<file path="src/rtl/gprs_wb_arbiter_pkg.sv">
// Shared types and default sizing for the GPR write-back arbiter and its scoreboard.
package gprs_wb_arbiter_pkg;

    typedef enum logic {
        REQ_ALU = 1'b0,
        REQ_LSU = 1'b1
    } req_id_t;

    localparam int unsigned GPRS_WIDTH     = 32;
    localparam int unsigned GPRS_REGISTERS = 32;

    function automatic int unsigned idx_width(input int unsigned n);
        return (n > 1) ? $clog2(n) : 1;
    endfunction

endpackage

</file>
<file path="src/rtl/gprs_scoreboard.sv">
// Pending-write vector: set on issue, cleared on commit, with two combinational query ports.
module gprs_scoreboard
    import gprs_wb_arbiter_pkg::*;
#(
    parameter bit          zero      = 1'b0,
    parameter int unsigned registers = GPRS_REGISTERS,
    localparam int unsigned AW       = idx_width(registers)
) (
    input  logic          clock_i,
    input  logic          reset_i,
    input  logic          set_en_i,
    input  logic [AW-1:0] set_idx_i,
    input  logic          clr_en_i,
    input  logic [AW-1:0] clr_idx_i,
    input  logic [AW-1:0] rs1_i,
    input  logic [AW-1:0] rs2_i,
    output logic          rs1_busy_o,
    output logic          rs2_busy_o
);

    logic [registers-1:0] pending_q, pending_d;

    function automatic logic in_range(input logic [AW-1:0] idx);
        return 32'(idx) < registers;
    endfunction

    // Set is applied after clear so a newer producer wins a same-index collision.
    always_comb begin
        pending_d = pending_q;
        if (clr_en_i && in_range(clr_idx_i)) pending_d[clr_idx_i] = 1'b0;
        if (set_en_i && in_range(set_idx_i)) pending_d[set_idx_i] = 1'b1;
        if (zero) pending_d[0] = 1'b0;
    end

    always_ff @(posedge clock_i) begin
        if (reset_i) pending_q <= '0;
        else         pending_q <= pending_d;
    end

    assign rs1_busy_o = in_range(rs1_i) && pending_q[rs1_i];
    assign rs2_busy_o = in_range(rs2_i) && pending_q[rs2_i];

endmodule

</file>
<file path="src/rtl/gprs_wb_arbiter.sv">
// Two-requester round-robin write-back arbiter with a registered GPR write port
// and a pending-write scoreboard for hazard queries.
module gprs_wb_arbiter
    import gprs_wb_arbiter_pkg::*;
#(
    parameter bit          zero      = 1'b0,
    parameter int unsigned width     = GPRS_WIDTH,
    parameter int unsigned registers = GPRS_REGISTERS,
    localparam int unsigned AW       = idx_width(registers)
) (
    input  logic             clock,
    input  logic             reset,
    input  logic             issue_valid,
    input  logic [AW-1:0]    issue_dst,
    input  logic             req0_valid,
    input  logic [AW-1:0]    req0_dst,
    input  logic [width-1:0] req0_data,
    output logic             req0_ready,
    input  logic             req1_valid,
    input  logic [AW-1:0]    req1_dst,
    input  logic [width-1:0] req1_data,
    output logic             req1_ready,
    input  logic [AW-1:0]    rs1,
    input  logic [AW-1:0]    rs2,
    output logic             rs1_busy,
    output logic             rs2_busy,
    output logic             write,
    output logic [AW-1:0]    dst,
    output logic [width-1:0] dst_i
);

    req_id_t          ptr_q, ptr_d;
    logic             write_q, write_d;
    logic [AW-1:0]    dst_q, dst_d;
    logic [width-1:0] data_q, data_d;
    logic             grant0, grant1, xfer;
    logic [AW-1:0]    gnt_dst;
    logic [width-1:0] gnt_data;

    always_comb begin
        grant0 = 1'b0;
        grant1 = 1'b0;
        if (!reset) begin
            if (req0_valid && (!req1_valid || ptr_q == REQ_ALU)) grant0 = 1'b1;
            else if (req1_valid)                                 grant1 = 1'b1;
        end
        xfer     = grant0 | grant1;
        gnt_dst  = grant1 ? req1_dst  : req0_dst;
        gnt_data = grant1 ? req1_data : req0_data;

        ptr_d = ptr_q;
        if (grant0)      ptr_d = REQ_LSU;
        else if (grant1) ptr_d = REQ_ALU;

        write_d = xfer && !(zero && gnt_dst == '0);
        dst_d   = xfer ? gnt_dst  : dst_q;
        data_d  = xfer ? gnt_data : data_q;
    end

    always_ff @(posedge clock) begin
        if (reset) begin
            ptr_q   <= REQ_ALU;
            write_q <= 1'b0;
            dst_q   <= '0;
            data_q  <= '0;
        end else begin
            ptr_q   <= ptr_d;
            write_q <= write_d;
            dst_q   <= dst_d;
            data_q  <= data_d;
        end
    end

    // Masking with reset keeps an accepted write from committing at a reset edge.
    assign write      = write_q && !reset;
    assign dst        = dst_q;
    assign dst_i      = data_q;
    assign req0_ready = grant0;
    assign req1_ready = grant1;

    gprs_scoreboard #(
        .zero      (zero),
        .registers (registers)
    ) u_scoreboard (
        .clock_i    (clock),
        .reset_i    (reset),
        .set_en_i   (issue_valid && !reset),
        .set_idx_i  (issue_dst),
        .clr_en_i   (write),
        .clr_idx_i  (dst_q),
        .rs1_i      (rs1),
        .rs2_i      (rs2),
        .rs1_busy_o (rs1_busy),
        .rs2_busy_o (rs2_busy)
    );

endmodule

</file>
<file path="config.mk">
export PLATFORM = sky130hd
export DESIGN_NAME = gprs_wb_arbiter
export DESIGN_NICKNAME = d
export VERILOG_FILES = /design/src/rtl/gprs_wb_arbiter_pkg.sv /design/src/rtl/gprs_scoreboard.sv /design/src/rtl/gprs_wb_arbiter.sv
export SDC_FILE = /design/constraint.sdc
export NUM_CORES = 1
export LEC_CHECK = 0
export BUFFER_PORTS_ARGS = -buffer_cell sky130_fd_sc_hd__buf_2
export CAP_MARGIN = 20
export CELL_PAD_IN_SITES_DETAIL_PLACEMENT = 1
export CELL_PAD_IN_SITES_GLOBAL_PLACEMENT = 2
export CORE_ASPECT_RATIO = 0.8
export CORE_MARGIN = 5
export CORE_UTILIZATION = 30
export DETAILED_ROUTE_END_ITERATION = 6
export GPL_ROUTABILITY_DRIVEN = 0
export PLACE_DENSITY = 0.83
export SKIP_CTS_REPAIR_TIMING = 1
export SLEW_MARGIN = 40
export SYNTH_ARGS = -nofsm -noshare
export SYNTH_HDL_FRONTEND = slang
export SYNTH_SLANG_ARGS = --single-unit
</file>
<file path="constraint.sdc">
create_clock -name clock -period 4.5 [get_ports clock]
set_clock_uncertainty 0.15 [all_clocks]
set_input_delay 0.675 -clock clock [delete_from_list [all_inputs] [get_ports clock]]
set_output_delay 0.675 -clock clock [all_outputs]
set_load 0.005 [all_outputs]
</file>
-- Yosys cells after proc, flatten, opt, wreduce, memory -nomap -nowiden
Index checks and enable logic that the tools add are counted.
- RAM bits: 0
- input port bits: 94
- memories: 0
- word-level logic and storage cells: 44
- register bits: 71
- memory bits (read-only): 0
- latch bits: 0
- output and inout bits: 42
- equal/unequal tests: 0
- $mul: 0
- mux-type cells: 19
- divide/modulo/power cells: 0
- add/subtract/negate cells: 0
- bitwise logic cells: 5
- shift-type cells: 0
- reductions and logical operators: 9
- order comparisons: 6
- operator list (kind ; number):
    $mux W32 ; 3
    $and A32 B32 Y32 ; 1
    $not A32 Y32 ; 1
    $or A32 B32 Y32 ; 1
    $lt A5 B6 Y1 const B ; 4
    $mux W1 ; 11
    $bmux W1 S5 ; 2
    $demux W1 S5 ; 2
    $ge A5 B1 Y1 const B ; 2
    $logic_and A1 B1 Y1 ; 5
    $mux W5 ; 1
    $logic_not A1 Y1 ; 2
    $reduce_bool A2 Y1 ; 1
    $logic_or A1 B1 Y1 ; 1
    $not A1 Y1 ; 1
    $or A1 B1 Y1 ; 1

-- Logic depth before layout (Yosys ltp)
- depth after elaboration: 9
- depth in mapped cells: 7

-- By module
A second synthesis with hierarchy kept.
- cell total of the unflattened synthesis: 428
- area, all modules: 3742.3 sq um
- by module, submodules not included (module ; area an instance (sq um) ; instances ; cells an instance):
    gprs_scoreboard ; 1936.9 ; 1 ; 243
    gprs_wb_arbiter ; 1805.5 ; 1 ; 185

-- Worst setup path before layout
No wires, ideal clock.
- path type: input to output
- start point: input rs1[1]
- end point: output rs1_busy
- path slack: 1.938 ns
- cell stages on the path: 7
- required time: 3.675 ns
- arrival time: 1.737 ns
- cells stage by stage: buf_2 -> buf_4 -> mux2i_1 -> a22oi_1 -> nand3_1 -> nand2_1 -> a311o_1
- cells in the longest elaborated chain, start to end: 2
- RTL lines (element ; RTL line ; source):
    from (decl) ; gprs_wb_arbiter.sv:23 ; input logic [AW-1:0] rs1,
    $bmux W1 S5 ; gprs_scoreboard.sv:40 ; assign rs1_busy_o = in_range(rs1_i) && pending_q[rs1_i];
    $mux W1 (implied by the code) ; gprs_scoreboard.sv:40 ;
    to (decl) ; gprs_wb_arbiter.sv:25 ; output logic rs1_busy,
No other way between the ends. The select of a mux whose other input is x is not followed.

-- Worst setup path after layout
Same ends and word-level chain as after synthesis.

==> impl_metrics.yaml <==
outcome:
  status: "finished, final reports clean"
route:
  drc: 0
  wirelength_mm: 13.0
  wl_per_cell_um: 18.6
  first_pass_iters: 4
  ant_nets: 0
  vias_per_cell: 5.26
  drt_iter0_drc: 205
  vias: 3655
cells_and_area:
  multi_input_area_um2: 2060
  fill_cells: 1385
  seq_area_um2: 1420
  area_growth_pct: 31.5
  stdcell_area_um2: 4720
  drive_gt1_share_pct: 29.4
  diodes: 0
  final_nets: 637
sta:
  rsz0062_at_grt: "false"
  setup_viol: 0
  max_freq_ghz: 0.346
  post-route-worst-setup-slack_ps: 1610
  setup_tns_ps: 0
  fin_crit_ps: 2890
  finalMaxSlewViolations: 0
  fin_crit_sh_pct: 64.1
  worst_pin_slew_ps: 702
  slew_headroom_pct: 53.2
  hold_viol: 0
worst_setup_path:
  r2r_cells: 4
  crit_family: "buffers and inverters"
  r2r-end: "dst_i[3]$_SDFFE_PP0P_"
  crit_path_top_delay_cell: "buf_2"
  path_buf_inv: 2
  r2r-start: "ptr_q$_SDFFE_PP0P_"
  path_cells: "buf_2 > mux2i_1 > a22oi_1 > nand4b_1 > a21oi_1 > a311o_1 > buf_2"
  r2r_setup_slack_ps: 2660
  start_kind: "primary input"
  path_class: "primary input to output pin"
  arrival_ps: 2060
  cp_data_required_time_ps: 3670
  crit_top_cell: "buf_2"
  crit_path_end_kind: "output pin"
  path_max_fanout: 16
  cpPeakStageDelay_ps: 380
pwr:
  peakVddDrop_mv: 0.216
  p_comb_share_pct: 13.6
  seqPwrFrac_pct: 40.2
  clock_power_share_pct: 46.3
  leakage_nw: 2.01
  switching_share_pct: 23.9
  powerDensity_nw_per_um2: 360
  p_int_mw: 1.29
  p_switching_uw: 407
clocking:
  clk_latency_ps: 330
  h-tree-depth: 3
  cts.sink_count: 71
  cts_tree: "built"
  clockRootBuffer: "clkbuf_16"
  clkSlewWorstSetupHoldPaths_ps: 50
  cts-buffers-inserted: 9
  clock_tree.buffer_depth: 2
place:
  place_ws_ps: 1620
  postPlaceCellArea_um2: 4390
  port_buffers: 135
  dp_hpwl_mm: 9.75
job:
  maxCapViolCount: 0
synth:
  yosys-top-cells-count: "71 x dfxtp_1, 62 x mux2i_1, 54 x nand2_1, 46 x a21oi_1, 35 x nor2_1"
  synth_area_um2: 3590
  synth_most_common_cell: "dfxtp_1"
  ys_async_sr_fraction_pct: 0
  yosys-top-cells-area: "dfxtp_1 40%, mux2i_1 17%, a211oi_1 6.7%"
  synth_top_area_share_pct: 39.6
  synth_edf_count: 0
  syn-num-nets: 516
  yosysTopAreaCell: "dfxtp_1"
  synth_flop_cell: "dfxtp_1"
  synth_warnings: 0
  synthCells: 422
  ys_seq_area_share_pct: 39.6
  synth_seq_cells: 71
  syn_area_per_cell_um2: 8.51
  synth.distinct_cells: 33
floorplan:
  rows: 35
  fp.dieW_um: 132
  fp.dieArea_um2: 14300
  fp.dieH_um: 108
  io_pins: 136
  design.core.area_um2: 11600
  start_util_pct: 30.9
grt:
  grt_max_degree: 61
  overflow: 0
  grt_pass1_wl_mm: 20.9
  grt_pass1_vias: 3939
  grt_usage_pct: 18.1
  antenna_found_initial: 0
min_path:
  min_from: "dst_i[26]$_SDFFE_PP0P_"
  min_to: "dst_i[26]$_SDFFE_PP0P_"
  holdPathStages: 2
  hold_class: "register to register"
metal layers:
layer / routed length [µm] / vias to the layer above / part of all wire [%] / global-route usage [%]
met2: 6230 / 83 / 48 / 31.3
met4: 142 / 0 / 1.1 / 3.85
li1: - / 1771 / - / -
met5: 0 / - / 0 / 0
met3: 695 / 12 / 5.4 / 5.05
met1: 5890 / 1789 / 45 / 22.7
layout make-up:
cell class / instances / share of cell area [%]
Timing Repair Buffer: 139 / 15.0
Sequential cell: 71 / 30.1
Clock buffer: 12 / 5.65
Multi-Input combinational cell: 319 / 43.7
Tap cell: 148 / 3.92
Clock inverter: 3 / 1.38
Inverter: 3 / 0.239
through the flow:
step	cells	power, mW	hold WS (ps)	utilization, %
2_1_floorplan	422	0.814	303	-
4_1_cts	695	1.72	311	40.7
3_5_place_dp	680	0.928	303	37.8
3_3_place_gp	680	0.917	293	37.6
5_1_grt	695	1.77	343	40.7
6_report	695	1.70	305	40.7
power groups by stage:
| stage | clock [mW] | combinational (mW) | sequential [mW] |
|---|---|---|---|
| after CTS | 0.802 | 0.234 | 0.683 |
| after global routing | 0.831 | 0.256 | 0.687 |
| after floorplan | 0 | 0.124 | 0.690 |
| after global placement | 0 | 0.222 | 0.695 |
| final | 0.787 | 0.231 | 0.683 |
| after detailed placement | 0 | 0.233 | 0.696 |
sequential cells by signal, summed over array words and instances (netlist names):
name                    cells
write_q                     1
ptr_q                       1
dst_i                      32
u_scoreboard.pending_q     32
dst                         5
worst register-to-register path, delay by kind of cell, from the launching register on:
| family | cells | cell delay (ps) |
|---|---|---|
| AOI/OAI and AO/OA | 2 | 530 |
| muxes | 1 | 180 |
| buffers and inverters | 1 | 540 |
| DFF | 1 | 340 |
worst max-delay path by stage:
| stage | startpoint | endpoint | slack, ps | cells past startpoint |
|---|---|---|---|---|
| floorplan | rs1[1] | rs1_busy | 1940 | 7 |
| global placement | rs1[1] | rs1_busy | 1670 | 7 |
| detailed placement | rs1[1] | rs1_busy | 1620 | 7 |
| CTS | rs1[1] | rs1_busy | 1610 | 7 |
| global route | rs1[1] | rs1_busy | 1540 | 7 |
| finish | rs1[1] | rs1_busy | 1610 | 7 |
cell families (layout without fill, tap and decap cells):
logic type / after synthesis / in the layout / synth area share, %
flops: 71 / 71 / 39.6
buf+inv: 32 / 157 / 4.18
simple gates: 129 / 129 / 17.3
mux: 62 / 62 / 17.3
compound gates: 128 / 128 / 21.6
layout by cell type (no fill, tap or decap), drive strengths merged, types with 4 or more instances in the layout:
| cell | count |
|---|---|
| mux2i | 62 |
| clkbuf | 12 |
| a21oi | 46 |
| nor2 | 36 |
| a211oi | 33 |
| buf | 139 |
| nand3 | 6 |
| a22oi | 15 |
| nor2b | 5 |
| o21ai | 32 |
| dfxtp | 71 |
| nand2b | 4 |
| nand3b | 6 |
| nand2 | 54 |
Note: power is estimated with default switching activity, not from simulation.
